--- config.mk ---
export PLATFORM = sky130hd
export DESIGN_NAME = intc_arbiter
export DESIGN_NICKNAME = d
export VERILOG_FILES = /design/src/rtl/intc_pkg.sv /design/src/rtl/intc_sync_edge.sv /design/src/rtl/intc_arbiter.sv
export SDC_FILE = /design/constraint.sdc
export NUM_CORES = 1
export LEC_CHECK = 0
export CAP_MARGIN = 15
export CORE_UTILIZATION = 32
export DETAILED_ROUTE_END_ITERATION = 12
export PLACE_DENSITY_LB_ADDON = 0.25
export SLEW_MARGIN = 20
export SYNTH_ARGS = -nofsm -noshare
export SYNTH_HDL_FRONTEND = slang
export SYNTH_HIERARCHICAL = 1
export SYNTH_SLANG_ARGS = --single-unit
--- constraint.sdc ---
create_clock -name clk -period 1.9 [get_ports clk]
set_input_delay 0.19 -clock clk [delete_from_list [all_inputs] [get_ports clk]]
set_output_delay 0.19 -clock clk [all_outputs]
set_load 0.1 [all_outputs]
--- src/rtl/intc_pkg.sv ---
// intc_pkg: shared types and the source-arbitration helper for the interrupt controller.
package intc_pkg;
  localparam int NUM_SRC = 2;
  typedef enum logic [1:0] {IDLE, REQ, SERVICE} intc_state_t;
  typedef enum logic [1:0] {SRC_NONE = 2'b00, SRC_KEY = 2'b01, SRC_ETH = 2'b10} intc_src_t;
  function automatic logic [1:0] pick(input logic [1:0] pend, input logic eth_first);
    return pend == 2'b11 ? (eth_first ? SRC_ETH : SRC_KEY) : pend[0] ? SRC_KEY : pend[1] ? SRC_ETH : SRC_NONE;
  endfunction
endpackage

--- src/rtl/intc_sync_edge.sv ---
// intc_sync_edge: multi-flop synchroniser for an async level plus a one-cycle rising-edge pulse.
module intc_sync_edge #(
  parameter int SYNC_STAGES = 2
) (
  input  logic clk,
  input  logic rst_n,
  input  logic async_in,
  output logic rise
);
  logic [SYNC_STAGES-1:0] sync_q;
  logic prev_q;
  always_ff @(posedge clk or negedge rst_n)
    if (!rst_n) begin
      sync_q <= '0;
      prev_q <= 1'b0;
    end else begin
      sync_q <= {sync_q[SYNC_STAGES-2:0], async_in};
      prev_q <= sync_q[SYNC_STAGES-1];
    end
  assign rise = sync_q[SYNC_STAGES-1] & ~prev_q;
endmodule

--- src/rtl/intc_arbiter.sv ---
// intc_arbiter: key/eth interrupt controller with pending latches, overrun counters and request FSM.
// Define INTC_ROUND_ROBIN_EN for rotating priority; default is fixed key-over-eth priority.
module intc_arbiter
  import intc_pkg::*;
#(
  parameter int SYNC_STAGES = 2,
  parameter int DATA_W      = 32,
  parameter int OVF_W       = 4
) (
  input  logic              clk,
  input  logic              rst_n,
  input  logic              irq_key,
  input  logic              irq_eth,
  input  logic [DATA_W-1:0] key_data,
  input  logic [DATA_W-1:0] eth_data,
  input  logic              int_ack,
  input  logic              rti,
  input  logic              rsi,
  output logic              interrupt,
  output logic [DATA_W-1:0] src_data,
  output logic [1:0]        active_src,
  output logic [1:0]        pending,
  output logic [OVF_W-1:0]  ovf_key,
  output logic [OVF_W-1:0]  ovf_eth
);
`ifdef INTC_ROUND_ROBIN_EN
  localparam bit RR = 1'b1;
`else
  localparam bit RR = 1'b0;
`endif
  intc_state_t state;
  logic [NUM_SRC-1:0] irq_v, rise, clr, ovr;
  logic [DATA_W-1:0] in_data [NUM_SRC];
  logic [DATA_W-1:0] data_q [NUM_SRC];
  logic [OVF_W-1:0] ovf_q [NUM_SRC];
  logic eth_first;
  assign irq_v = {irq_eth, irq_key};
  assign in_data[0] = key_data;
  assign in_data[1] = eth_data;
  for (genvar g = 0; g < NUM_SRC; g++) begin : g_sync
    intc_sync_edge #(.SYNC_STAGES(SYNC_STAGES)) u_sync (
      .clk(clk), .rst_n(rst_n), .async_in(irq_v[g]), .rise(rise[g])
    );
  end
  // active_src encoding doubles as the pending-bit mask of the winner
  assign clr = (state == REQ && int_ack) ? active_src : (state == SERVICE && rsi) ? 2'b11 : 2'b00;
  assign ovr = rise & pending & ~clr;
  always_ff @(posedge clk or negedge rst_n)
    if (!rst_n) begin
      pending <= '0;
      for (int i = 0; i < NUM_SRC; i++) begin
        data_q[i] <= '0;
        ovf_q[i]  <= '0;
      end
    end else begin
      for (int i = 0; i < NUM_SRC; i++) begin
        pending[i] <= rise[i] | (pending[i] & ~clr[i]);
        if (rise[i] && !ovr[i]) data_q[i] <= in_data[i];
        if (ovr[i] && ovf_q[i] != '1) ovf_q[i] <= ovf_q[i] + 1'b1;
      end
    end
  always_ff @(posedge clk or negedge rst_n)
    if (!rst_n) begin
      state      <= IDLE;
      interrupt  <= 1'b0;
      active_src <= SRC_NONE;
      src_data   <= '0;
      eth_first  <= 1'b0;
    end else begin
      case (state)
        IDLE: if (|pending) begin
          active_src <= pick(pending, RR & eth_first);
          interrupt  <= 1'b1;
          state      <= REQ;
        end
        REQ: if (int_ack) begin
          src_data  <= active_src == SRC_ETH ? data_q[1] : data_q[0];
          eth_first <= active_src == SRC_KEY;
          interrupt <= 1'b0;
          state     <= SERVICE;
        end
        SERVICE: if (rti || rsi) begin
          active_src <= SRC_NONE;
          state      <= IDLE;
        end
        default: state <= IDLE;
      endcase
    end
  assign ovf_key = ovf_q[0];
  assign ovf_eth = ovf_q[1];
endmodule
Word level (Yosys, flattened, before mapping)
Index checks and enable logic that the tools add are counted.

Output and inout port bits: 45. Flip-flop bits (word level): 117. Input port bits: 71. Word-level logic and storage cells: 69.

Muxes and demuxes: 15. Equal/unequal tests: 9. $add $sub $neg: 2. Reductions and logical operators: 17. Bitwise operators: 13.

Operator list (count): 2-to-1 mux 32 bit (1); 2-to-1 mux 2 bit (9); AND reduction 3 bit (3); adder 4 x 1 -> 4 bit (second input constant) (2); inequality test 4 bit (second input constant) (2); equality test 2 bit (second input constant) (3); logical AND 1 bit (6); one-hot mux 2 bit (3 select lines) (1); bitwise AND 1 bit (4); bitwise AND 2 bit (2); inequality test 2 bit (second input constant) (2); inverter 1 bit (4); one-hot mux 2 bit (2 select lines) (1); nonzero test 2 bit (2); equality test 2 x 1 -> 1 bit (second input constant) (1); logical NOT 1 bit (2); logical NOT 2 bit (1); 2-to-1 mux 1 bit (2); inequality test 2 x 1 -> 1 bit (second input constant) (1); inverter 2 bit (1); bitwise OR 1 bit (2); one-hot mux 1 bit (2 select lines) (1); AND reduction 2 bit (1); OR reduction 2 bit (1); logical OR 1 bit (1).

Logic depth before layout (Yosys ltp)
Gate-level depths: netlist of run 1.

Word-level depth: 8. Mapped depth: 6.

Cells and area by module
The synthesis of run 1 kept the hierarchy.

By module, submodules not included: intc_arbiter (cells an instance 344, area an instance 4889.7 um^2, instances 1); intc_sync_edge (cells an instance 4, area an instance 88.8 um^2, instances 2).

Worst setup path after synthesis of run 1
Ideal clock, no wire load.

Path kind: reg2reg. From: register active_src[0]. To: register data_q[33] (netlist name). Data arrival time: 2.140 ns. Path slack: -0.365 ns. Period minus slack after synthesis: 2.265 ns. Stages on the path, launching flop included: 7. Cells stage by stage: dfrtp_1 inv_1 o211ai_4 and2_4 buf_6 buf_12 mux2_4.

Longest elaborated chain between the ends: 5.

Ends and longest elaborated chain: from (decl) (RTL line intc_arbiter.sv:21) `output logic [1:0] active_src,`; from (signal assigned) (RTL line intc_arbiter.sv:72) `active_src <= pick(pending, RR & eth_first);`; 2-to-1 mux 2 bit (RTL line intc_arbiter.sv:46) `assign clr = (state == REQ && int_ack) ? active_src : (state == SERVICE && rsi) ? 2'b11 : 2'b00;`; inverter 2 bit (RTL line intc_arbiter.sv:47) `assign ovr = rise & pending & ~clr;`; bitwise AND 2 bit (RTL line intc_arbiter.sv:47); logical NOT 1 bit (RTL line intc_arbiter.sv:58) `if (rise[i] && !ovr[i]) data_q[i] <= in_data[i];`; logical AND 1 bit (RTL line intc_arbiter.sv:58); to (signal, indexed assignment) (RTL line intc_arbiter.sv:58); to (decl) (RTL line intc_arbiter.sv:34) `logic [DATA_W-1:0] data_q [NUM_SRC];`.

No other way between the ends. A chain may end at the register's enable or synchronous reset.

Final worst setup path of run 1
From: register state[0]. To: register data_q[13] (netlist name).

Longest elaborated chain between the ends: 8.

Ends and longest elaborated chain: from (decl) (RTL line intc_arbiter.sv:31) `intc_state_t state;`; from (signal assigned) (RTL line intc_arbiter.sv:64) `state <= IDLE;`; from (signal assigned) (RTL line intc_arbiter.sv:74) `state <= REQ;`; from (signal assigned) (RTL line intc_arbiter.sv:80) `state <= SERVICE;`; equality test 2 bit (RTL line intc_arbiter.sv:46); logical AND 1 bit (RTL line intc_arbiter.sv:46); 2-to-1 mux 2 bit (RTL line intc_arbiter.sv:46); 2-to-1 mux 2 bit * (RTL line intc_arbiter.sv:46); inverter 2 bit * (RTL line intc_arbiter.sv:47); bitwise AND 2 bit * (RTL line intc_arbiter.sv:47); logical NOT 1 bit * (RTL line intc_arbiter.sv:58); logical AND 1 bit * (RTL line intc_arbiter.sv:58).

Every way passes the cells marked *; elsewhere a longest branch is shown, timed or not.

==> results of run 1 <==
metal layers:
| metal | GRT usage | vias to the layer above |
|---|---|---|
| li1 | - | 1493 |
| met4 | 0.0727 | 0 |
| met5 | 0 | - |
| met3 | 0.0442 | 20 |
| met2 | 0.217 | 84 |
| met1 | 0.186 | 1526 |
stage by stage:
stage	setup slack, ns	cell area (µm²)
floorplan	0.0644	5080
CTS	0.136	7030
global route	0.0870	7030
global placement	0.00158	6430
detailed placement	-0.0256	6430
finish	0.150	7030
final cells by class:
cell class / count / area (µm²) / share of cell area
flip-flops and latches: 117 / 2940 / 0.419
inverters: 5 / 18.8 / 0.00267
clock inverters: 2 / 35.0 / 0.00498
well taps: 211 / 264 / 0.0376
clock buffers: 29 / 551 / 0.0783
repair buffers: 133 / 1270 / 0.181
multi-input cells: 212 / 1940 / 0.277
cell families after synthesis:
group / Yosys count
adder cells (fa/ha/maj): 2
AO/OA/AOI/OAI: 48
AND/OR/NAND/NOR: 60
flip-flops: 117
multiplexers: 98
buffers and inverters: 23
XOR/XNOR: 4
cell usage after synthesis, drive strengths merged:
cell and n:
nand2 36, o21bai 2, ha 2, xor2 4
a21oi 4, o22ai 1, o41ai 1, a2bb2oi 1
clkbuf 6, a21boi 2, mux2i 32, nand3b 2
nor2b 2, nand2b 2, buf 12, nand3 4
and2 2, inv 5, nor3 4, nor2 8
o211ai 2, dfrtp 117, mux2 66, o21ai 34
o21a 1
repair_timing:
item / in CTS / in global routing
hold endpoints to repair: 32 / 0
resized for setup: 0 / 0
hold buffers: 1 / 0
worst paths after layout:
check / cells past startpoint / slack, ns / to
worst min-delay path: 1 / 0.22 / g_sync[0].u_sync/sync_q[0]
worst min register to register: 0 / 0.35 / g_sync[1].u_sync/sync_q[1]
max in group asynchronous: 3 / 0.97 / data_q[5]
min in group asynchronous: 2 / 0.27 / data_q[41]
worst max register to register: 5 / 0.15 / data_q[13]
worst max-delay path: 5 / 0.15 / data_q[13]
flip-flops by register name, indices dropped and copies added, names as in the netlist:
| name | cells |
|---|---|
| state | 2 |
| active_src | 2 |
| interrupt | 1 |
| g_sync.u_sync/sync_q | 4 |
| g_sync.u_sync/prev_q | 2 |
| ovf_eth | 4 |
| ovf_key | 4 |
| data_q | 64 |
| src_data | 32 |
| pending | 2 |
worst max-delay path, cell delays in order, from the launching register on:
cell	delay, ns
dfrtp_1	0.45
nand3b_2	0.31
o211ai_4	0.12
and2_4	0.24
buf_12	0.18
mux2_4	0.31
==> results by stage, run 1 <==
Placed design:
- The total of buffers placed on input and output ports is between 100 and 150.
- The routability congestion estimate from global placement is around 0.8.
- The number of placed cells counting well taps is 677.
- The half-perimeter wire length after detailed placement is roughly 7.3 mm.

GRT:
- The via count of the first global-routing pass is 3347.
- The combined global-route utilization of all metal layers is 0.144.
- The number of antenna violations at the first check in global routing is 0.
- The wire length of the first global-routing pass is roughly 17 mm.
- The total overflow left after global routing is 0.
- Entering global routing, the biggest net connects 49 pins.

Clocking:
- TritonCTS created 17 clock buffers.
- The clock tree root driver cell is clkbuf_16.
- Clock-pin slew was measured on the worst setup and hold paths at 0.05 ns.
- The number of clock sinks is between 100 and 150.
- The maximum root-to-sink buffer count is 2.
- The later pin in the worst-skew pair is clocked with a latency of 0.41 ns.
- The number of H-tree branching levels is 4.
- Once the clock tree was built, the setup fixing pass inserted 0 buffers.
- The clock tree from TritonCTS is built.

STA:
- The count of endpoints failing setup in the final report is 0.
- After routing, the total negative slack on setup checks comes to 0 ns.
- Across the routed clock network, the largest skew measured is between 0.006 and 0.007 ns.
- Subtracting the final worst setup slack from the clock period gives 1.75 ns.
- Derived from the worst setup path, the maximum achievable clock frequency is about 570 MHz.
- Setup repair after global routing left no endpoint under its margin.
- The final count of pins violating max slew was 0.
- The worst-case headroom to the max-slew limit is 0.674.
- The slew at the pin with the worst max-slew slack is 0.489 ns.
- Of the available clock period, the critical path in the final layout requires 0.921.
- Across all hold checks on the routed design, the worst slack comes to ~0.22 ns.
- The count of endpoints failing hold in the final timing report is 0.

Floorplan:
- The floorplan die area is between 15000 and 20000 µm².
- The placeable core region is 15300 µm².
- The floorplan step set the die height to ~130 µm.
- The die is around 130 µm wide.
- The initial utilization of the core area, before any placement, comes to 0.331.
- The number of top-level design ports is around 120.
- The row count is 45.

Logic synthesis:
- The cell count after synthesis came out at 352.
- Of the total synthesized cell area, the portion taken by XOR and XNOR cells is 0.00691.
- By area the synthesized netlist is led by dfrtp_1 58%, mux2_4 18%, mux2i_1 6.3%.
- The adder and majority cell fraction of the synthesized area is 0.00494.
- The number of nets in the synthesized netlist is 425.
- The share of the synthesized area in compound gates (AO/OA/AOI/OAI) came to 0.0580.
- The share of the synthesized area in the top cell type is 0.578.
- After synthesis, the largest family of logic cells by area is multiplexers.
- The post-synthesis instance area is between 5000 and 6000 µm².
- The largest total area in the synthesized netlist belongs to dfrtp_1.
- The number of library cell types mapped by synthesis is 31.
- The number of warnings printed during yosys synthesis is 6.
- The average instance in the mapped netlist occupies between 10 and 15 µm².
- Of the total synthesized cell area, the portion taken by AND, OR, NAND and NOR gates is 0.0580.
- The sequential area share after synthesis is 0.578.
- The portion of synthesized area spent on multiplexers is 0.254.
- The register bit total from synthesis is 117.

Route:
- The detailed router placed 3123 vias in this run.
- The routed wire length is approximately 11 mm.
- The first detailed-routing pass took 4 iterations.
- The final routed DRC violation total is 0.
- The highest metal layer carrying signal wires in the routed design is met4.
- In this run the remaining antenna-violating nets after routing total 0.
- After detailed routing, the number of vias per cell comes to around 4.4.
- The routed wirelength normalized by instance count is about 15 µm.
- The number of DRC markers in iteration 0 is between 100 and 150.
- After detailed routing, the met3 layer carries 584 µm of wire.
- After detailed routing, the met2 layer carries between 4 and 5 mm of wire.
- The wire length on met1 is 5.03 mm.

Outcome:
- The run finished with clean final reports.

Layout:
- The share of final-layout standard cells stronger than drive strength 1 is 0.335.
- The number of fill cells is 1385.
- The library cell used most frequently in the layout, excluding fill and tap cells, is dfrtp_1.
- The final-stage net count is ~560.
- Leaving out filler cells and counting taps, the final layout contains between 700 and 800.
- 0 antenna diodes ended up in the layout.
- The relative area change from synthesis to final layout is 38.7%.
- The library cells used most frequently in the layout, excluding fill and tap cells, are 109 x dfrtp_1, 69 x clkdlybuf4s50_1, 60 x mux2_4.
- The post-layout utilization of the core is 0.459.

Min path:
- In this run the worst hold path is classified as input pin to flip-flop.
- The startpoint of the lowest-slack hold path is irq_key.

Setup path:
- The startpoint of the most critical setup path is state[0].
- The required time of the critical path is 2.19 ns.
- STA classifies the critical path startpoint as a flip-flop.
- By startpoint and endpoint, the worst setup path is classified as flip-flop to flip-flop.
- The maximum fanout encountered on the critical timing path is 13.
- STA puts the critical path data arrival time at around 2 ns.
- The category of the worst setup path capture point is a flip-flop.
- In this run the critical register-to-register path is launched from state[0].

Run:
- Max-cap violations in this run came to 0.
Power of run 1 is left out: the tool's default activity adds up to more than one toggle a clock period on the data nets, which glitch-free logic cannot reach.
==> run 2: changes to the inputs <==
CORE_UTILIZATION = 50   (was 32)
GPL_TIMING_DRIVEN = 0   (was unset)
REMOVE_ABC_BUFFERS = 1   (was unset)
==> run 2 against run 1 <==
Sequential cell count is the same. Count of clock-buffer cells in the layout shrank 10. Routed wire length grew 14%. Clock skew grew 0.0021 ns. Maximum frequency shrank 6.4%. Sequential share of layout area shrank 1.1 points. Worst hold slack lost 0.083 ns. Global-route usage grew 11 points. Critical path depth shrank 4. Die area shrank 36%. Non-clock buffer count grew 9. Design area grew 2.2%. Critical endpoint is now src_data[25]. Largest cell class unchanged.
==> results by stage, run 2 (synthesis results as in run 1) <==
Setup path:
- The maximum fanout encountered on the critical timing path is 2 (-11).
- The peak per-stage delay on the critical path is 0.82 ns (+0.37 ns).
- The worst setup path is launched from a flip-flop.
- The slowest stage of the critical path is the clkdlybuf4s15_1 cell.
- STA classifies the critical path endpoint as an output port.
- In this run the critical register-to-register path is launched from state[1].
- The cell count of the worst reg-to-reg path was 5 (unchanged).
- The required time of the critical path came to 1.71 ns (-0.48 ns).
- On the critical path the largest part of the delay comes from buffers and inverters.
- Walking the worst path, the cells encountered are clkdlybuf4s15_1.
- The kind of critical path is flip-flop to output port.
- The data arrival at the endpoint of the critical path came to 1.68 ns (-0.36 ns).
- The critical path depth came to 1 (-4).
- The critical path starts at src_data[25].
- The combined buffer and inverter count along the critical path is 1 (unchanged).

GRT:
- The number of antenna violations at the first check in global routing was 0 (unchanged).
- The layer flagged by global routing as most heavily used is met2.
- The wire length of the first global-routing pass is 18.7 mm (+7.4%).
- The global-route track usage on met1 is 0.313 (+0.127).
- The pin count of the biggest net entering global routing was 68 (+39%).
- The combined global-route utilization of all metal layers was 0.249 (+0.106).
- The via count of the first global-routing pass was 3478 (+3.9%).
- The total congestion overflow is 0 (unchanged).
- The met2 track utilization from global routing is 0.401 (+0.184).
- The met3 capacity usage during global routing was 0.0895 (+0.0453).

Layout:
- Leaving out fill and tap cells, the most frequent cell in the layout is dfrtp_1.
- The number of flip-flops in the largest register is 64 (unchanged).
- Leaving out fill and tap cells, the most frequent cells in the layout are 115 x dfrtp_1, 69 x clkdlybuf4s50_1, 60 x mux2_4.
- The share of final-layout standard cells stronger than drive strength 1 is 0.346 (+0.0104).
- The relative area change from synthesis to final layout is 41.7%.
- The number of fill cells came to 680 (-51%).
- Ranked by flip-flop count, first place goes to data_q.
- The count of antenna diodes in the layout came to 0 (unchanged).
- The largest registers in the layout are data_q x64, src_data x32.
- The final-stage net count is 572 (+2.3%).

Min path:
- The path class of the tightest hold or removal check is input pin to flip-flop.
- The startpoint of the lowest-slack hold path is irq_eth.
- The instance count along the most critical hold path is 1 (unchanged).

Floorplan:
- The number of top-level design ports is 116 (unchanged).
- The vertical die dimension is 103 µm (-20%).
- The floorplan die area is 10500 µm² (-36%).
- The starting density of the core came to 0.516 (+0.185).
- The placeable core region is 9820 µm² (-36%).
- The width of the die is 103 µm (-20%).
- The row count is 36 (-20%).

Route:
- The number of DRC markers in iteration 0 is 112 (-19%).
- The count of TritonRoute iterations in the first routing pass is 4 (unchanged).
- The final routed DRC violation total is 0 (unchanged).
- The detail-routed via count per cell is 5.13 (+17%).
- The total vias in the final route is 3312 (+6.1%).
- The routed wire length is 12.2 mm (+14%).
- The number of nets with antenna violations after routing is 0 (unchanged).
- The routed wirelength normalized by instance count was 18.9 µm (+25%).

STA:
- The count of endpoints failing setup in the final report is 0 (unchanged).
- The final count of pins violating max slew is 0 (unchanged).
- The maximum achievable frequency is 535 MHz (-6.4%).
- The total negative slack is 0 ns (unchanged).
- The slew at the pin with the worst max-slew slack is 0.949 ns (+0.461 ns).
- The final-layout worst hold slack was 0.138 ns (-0.0834 ns).
- Setup repair after global routing left no endpoint under its margin.
- The count of endpoints failing hold in the final timing report is 0 (unchanged).
- The worst-case headroom to the max-slew limit is 0.370 (-0.305).
- The final period demand of the worst path is 1.87 ns (+0.120 ns).
- The clock tree skew after final layout is 0.00847 ns (+0.00206 ns).
- The final critical-path share of the clock period is 0.984 (+0.0630).

Clocking:
- The clock tree root driver cell is clkbuf_8.
- The clock tree from TritonCTS is built.
- The post-CTS clock slew at the launch and capture registers of the worst setup and hold paths is 0.06 ns (about the same).
- The total CTS buffers is 17 (unchanged).
- The maximum root-to-sink buffer count is 2 (unchanged).
- The number of clock sinks is 117 (unchanged).
- The number of H-tree branching levels is 4 (unchanged).
- The insertion delay to the later sink of the worst-skew pair was 0.51 ns (+0.10 ns).

Placed design:
- The total of buffers placed on input and output ports came to 115 (unchanged).
- The half-perimeter wire length after detailed placement was 6.37 mm (-13%).
- The routability congestion estimate from global placement is 0.741 (-8.8%).

Run:
- The max capacitance violation total came to 0 (unchanged).

Outcome:
- The run finished with clean final reports.
==> run 2: cell count changes in the layout (fill, tap and decap cells not counted), sizes merged, moves of 3 or more <==
cell	previous run	this run
clkdlybuf4s15	0	25
clkinvlp	0	3
bufinv	1	4
clkinv	1	5
buf	63	27
clkbuf	29	39
==> run 2: area by class of cell <==
class                      instances  area [µm²]  share of cell area
clock buffer                      19         432              0.0601
clock inverter                    13         180              0.0251
inverter                           5        18.8             0.00261
multi-input combinational        216        1990               0.278
sequential                       117        2930               0.408
tap                              133         166              0.0232
timing repair buffer             142        1460               0.203
==> run 2: per-layer routing <==
| layer | vias up | wire, µm |
|---|---|---|
| met5 | - | 0 |
| met4 | 0 | 149 |
| li1 | 1526 | - |
| met2 | 105 | 5840 |
| met1 | 1669 | 5440 |
| met3 | 12 | 760 |
==> run 2: path summary, 6_finish.rpt <==
kind	to	slack (ns)
worst max-delay path	src_data[25]	0.03
worst min-delay path	g_sync[1].u_sync/sync_q[0]	0.14
worst max register to register	data_q[44]	0.06
worst min register to register	g_sync[0].u_sync/sync_q[1]	0.35
max in group asynchronous	data_q[45]	0.95
min in group asynchronous	interrupt	0.25
==> run 2: stage by stage <==
stage                      util  instances  worst slack, ns  area, µm²
after CTS                 0.739        643          0.00120       7260
after detailed placement  0.641        585            -1.15       6290
after global routing      0.731        645         0.000559       7180
after global placement    0.631        582            -3.89       6200
after floorplan               -        334            -1.75       4880
final                     0.731        645           0.0308       7180
==> run 2: timing repair <==
item / in CTS / in global routing
setup buffers: 21 / 2
resized for setup: 117 / 22
cloned: 4 / 0
endpoints found under the hold margin: 66 / 0
hold buffers: 1 / 0
pin swaps: 7 / 0
endpoints found under the setup margin: 119 / 38
==> run 2: worst register-to-register path, stage by stage, from the launching register on <==
cell,delay (ns)
dfrtp_2,0.43
nand3b_4,0.21
o211ai_4,0.32
and2_4,0.30
buf_12,0.16
mux2_4,0.30
Power of run 2 is left out for the same reason.
==> run 3: changes to the inputs <==
ABC_AREA = 1   (was unset)
HOLD_SLACK_MARGIN = 0.12   (was unset)
==> run 3 against run 2 <==
First-iteration DRC count is 110% higher. Sequential share of layout area rose by 1.9 points. Synthesized area fell by 3.7%. Maximum frequency rose by 3.1%. Largest cell class unchanged. Highest routed layer unchanged.
==> results by stage, run 3 <==
Outcome:
- The flow ran to the end, and the final reports show no timing, DRC or antenna violations.

GRT:
- The via count of the first global-routing pass is 4387 (+26%).
- The wire length of the first global-routing pass came to 22.5 mm (+20%).
- The number of antenna violations at the first check in global routing is 0 (unchanged).
- The pin count of the biggest net entering global routing is 78 (+15%).
- The total congestion overflow is 0 (unchanged).
- The combined global-route utilization of all metal layers is 0.298 (+0.0492).

STA:
- The clock tree skew after final layout is 0.0116 ns (+0.00309 ns).
- The count of endpoints failing setup in the final report was 0 (unchanged).
- The final-layout worst hold slack is 0.186 ns (+0.0473 ns).
- The final period demand of the worst path is 1.81 ns (-0.0566 ns).
- The worst-case headroom to the max-slew limit is 0.483 (+0.114).
- The final worst-path setup slack is 0.0875 ns (+0.0566 ns).
- The maximum achievable frequency is 552 MHz (+3.1%).
- The final count of pins violating max slew is 0 (unchanged).
- The slew at the pin with the worst max-slew slack is 0.774 ns (-0.175 ns).
- The final critical-path share of the clock period came to 0.954 (-0.0298).
- The count of endpoints failing hold in the final timing report was 0 (unchanged).

Route:
- The count of TritonRoute iterations in the first routing pass is 5 (+1).
- The routed wire length came to 14.1 mm (+15%).
- The number of nets with antenna violations after routing is 0 (unchanged).
- The wire length on met1 is 5.99 mm (+10%).
- The routed wire length on met2 is 6.71 mm (+15%).
- The routed wirelength normalized by instance count is 17.2 µm (-9.1%).
- The detail-routed via count per cell is 5.43 (+5.8%).
- The total vias in the final route is 4450 (+34%).
- The final routed DRC violation total is 0 (unchanged).
- Routed signal wires occupy layers up through met4.
- The number of DRC markers in iteration 0 is 235 (+110%).
- The met3 routed wirelength came to 1.10 mm (+45%).

Layout:
- The number of fill cells is 683 (+0.44%).
- Compared with the post-synthesis result, the final layout area differs by 40.5%.
- The library cells used most frequently in the layout, excluding fill and tap cells, are 192 x nand2_1, 116 x dfrtp_1, 70 x nand3_1.
- The final-stage net count is 750 (+31%).
- The count of antenna diodes in the layout was 0 (unchanged).
- The register with the most flip-flops is data_q.
- The number of flip-flops in the largest register is 64 (unchanged).
- The largest registers in the layout are data_q x64, src_data x32.
- The finished layout cell area is 6860 µm² (-4.5%).
- The library cell used most frequently in the layout, excluding fill and tap cells, is nand2_1.
- The share of final-layout standard cells stronger than drive strength 1 was 0.167 (-0.179).

Clocking:
- The number of H-tree branching levels is 4 (unchanged).
- The maximum root-to-sink buffer count is 2 (unchanged).
- The insertion delay to the later sink of the worst-skew pair is 0.51 ns (about the same).
- The total CTS buffers is 17 (unchanged).
- The post-CTS clock slew at the launch and capture registers of the worst setup and hold paths came to 0.06 ns (about the same).
- The number of clock sinks was 117 (unchanged).
- The clock tree from TritonCTS is built.
- The clock tree root driver cell is clkbuf_8.

Min path:
- The path type of the worst min-delay path is input pin to async pin.

Pwr:
- For this design the static power due to leakage is approximately 0.0033 µW.
- Of the total power, the clock network draws 0.238.
- The worst IR drop on VDD is ~1.5 mV.
- The fraction of power spent switching nets is 0.500.
- In this run the power spent charging and discharging nets is between 6000 and 7000 µW.
- The share of total power dissipated in combinational logic is 0.456.
- Internal power comes to 6210 µW.
- The share of total power dissipated in sequential elements is 0.306.
- The total power density per cell area is about 1800 nW/µm².

Logic synthesis:
- The number of flops mapped to enable cells by yosys was 0 (unchanged).
- By count the netlist is led by 192 x nand2_1, 117 x dfrtp_1, 70 x nand3_1.
- The fraction of synthesis flops using an asynchronous set or reset pin came to 1.00 (unchanged).
- The share of the synthesized area in the top cell type is 0.600 (+0.0221).
- The largest area contributor in the synthesized netlist is dfrtp_1.
- The post-synthesis instance area is 4880 µm² (-3.7%).
- The most used flip-flop cell after synthesis is dfrtp_1.
- The sequential area share after synthesis is 0.600 (+0.0221).
- By instance count, the leading cell after synthesis is nand2_1.
- The register bit total from synthesis is 117 (unchanged).
- The number of library cell types mapped by synthesis is 22 (-29%).
- In the post-synthesis netlist, the biggest area contributors are dfrtp_1 60%, nand2_1 15%, nand3_1 7.2%.
- The synthesized area per cell is 8.84 µm² (-39%).
- The number of standard cells after synthesis is 552 (+57%).
- The number of warnings printed during yosys synthesis is 6 (unchanged).

Setup path:
- The worst setup path is of the flip-flop to output port kind.
- The combined buffer and inverter count along the critical path came to 1 (unchanged).
- The cell type group with the largest total delay on the critical path is buffers and inverters.
- The worst setup path is launched from a flip-flop.
- The peak per-stage delay on the critical path is 0.61 ns (-0.21 ns).
- The worst flop-to-flop path startpoint is state[1].
- The cell count of the worst reg-to-reg path is 6 (+1).
- The required time of the critical path is 1.71 ns (about the same).
- The category of the worst setup path capture point is an output port.
- The critical path goes through clkdlybuf4s15_2.
- The maximum fanout encountered on the critical timing path is 5 (+3).
- The data arrival at the endpoint of the critical path is 1.62 ns (-0.06 ns).
- The slowest cell on the critical path is clkdlybuf4s15_2.
- The endpoint identified for the worst register-to-register timing path is src_data[2].
- Tracing the worst setup path back leads to its startpoint at active_src[0].
- The register-to-register setup slack is 0.09 ns (+0.03 ns).

Floorplan:
- The floorplan die area is 10200 µm² (-3.6%).
- The starting density of the core came to 0.523 (+0.00722).
- The number of top-level design ports came to 116 (unchanged).
- The placeable core region is 9330 µm² (-5.0%).
- The row count was 35 (-2.8%).
- The width of the die came to 101 µm (-1.8%).
- The vertical die dimension is 101 µm (-1.8%).

Placed design:
- The half-perimeter wire length after detailed placement is 7.50 mm (+18%).
- The routability congestion estimate from global placement is 0.773 (+4.4%).
- The total of buffers placed on input and output ports was 115 (unchanged).
- The placed cell area is 6130 µm² (-2.6%).
- The setup slack at placement is -1.19 ns (-0.0416 ns).

Run:
- The max capacitance violation total is 0 (unchanged).
-- run 3: layer usage --
metal	up-vias	GRT usage
met5	-	0
met4	0	0.110
met3	22	0.0562
met2	204	0.486
met1	2168	0.401
li1	2056	-
-- run 3: kinds of logic after synthesis --
| logic type | count (synthesis) | synth area share |
|---|---|---|
| DFF | 117 | 0.600 |
| adders and majority gates | 2 | 0.00513 |
| buffers and inverters | 47 | 0.0436 |
| and+or+nand+nor | 313 | 0.271 |
| AOI/OAI and AO/OA | 69 | 0.0728 |
| xor gates and xnor gates | 4 | 0.00718 |
-- run 3: timing repair --
action | in CTS | in global routing
hold buffers | 3 | 0
pin swaps | 4 | 2
buffers inserted | 5 | 7
resized for setup | 134 | 21
endpoints found under the setup margin | 150 | 84
endpoints found under the hold margin | 119 | 0
cloned | 4 | 1
-- run 3: final cells by class --
| cell class | instances | area, µm² | area share |
|---|---|---|---|
| well taps | 129 | 161 | 0.0235 |
| multi-input cells | 392 | 1850 | 0.270 |
| repair inverters | 1 | 7.51 | 0.00109 |
| flip-flops and latches | 117 | 2930 | 0.427 |
| clock buffers | 18 | 428 | 0.0624 |
| inverters | 15 | 65.1 | 0.00949 |
| repair buffers | 133 | 1290 | 0.188 |
| clock inverters | 14 | 126 | 0.0184 |
-- run 3: worst reg2reg max path, cell delays in order (launching register included) --
cell,delay (ns)
dfrtp_2,0.45
inv_2,0.11
nand3_4,0.41
clkinvlp_4,0.25
buf_4,0.21
o21ai_0,0.10
o21ai_0,0.20
-- run 3: through the flow --
| stage | util | instances | TNS (ns) | total power [µW] |
|---|---|---|---|---|
| 2_1_floorplan | - | 520 | -48.20 | 7840 |
| 3_3_place_gp | 0.647 | 764 | -598.13 | 9300 |
| 3_5_place_dp | 0.657 | 767 | -74.08 | 9450 |
| 4_1_cts | 0.739 | 811 | 0 | 12400 |
| 5_1_grt | 0.735 | 819 | -0.165 | 12900 |
| 6_report | 0.735 | 819 | 0 | 12400 |
-- run 3: worst max path at each step --
stage	to	slack [ns]	depth (start not counted)
6_report	active_src[0]	0.09	1
5_1_grt	src_data[2]	-0.04	6
4_1_cts	src_data[21]	0.0004	5
3_5_place_dp	src_data[11]	-1.19	5
3_3_place_gp	data_q[63]	-3.75	1
2_1_floorplan	src_data[0]	-0.93	5
-- run 3: power groups by stage --
stage | sequential [µW] | combinational, µW | clock, µW
detailed placement | 3800 | 5650 | 0
global route | 3900 | 5940 | 3110
CTS | 3790 | 5650 | 2980
floorplan | 6690 | 1150 | 0
global placement | 3760 | 5540 | 0
finish | 3800 | 5660 | 2950
Note: power is estimated with default switching activity, not from simulation.
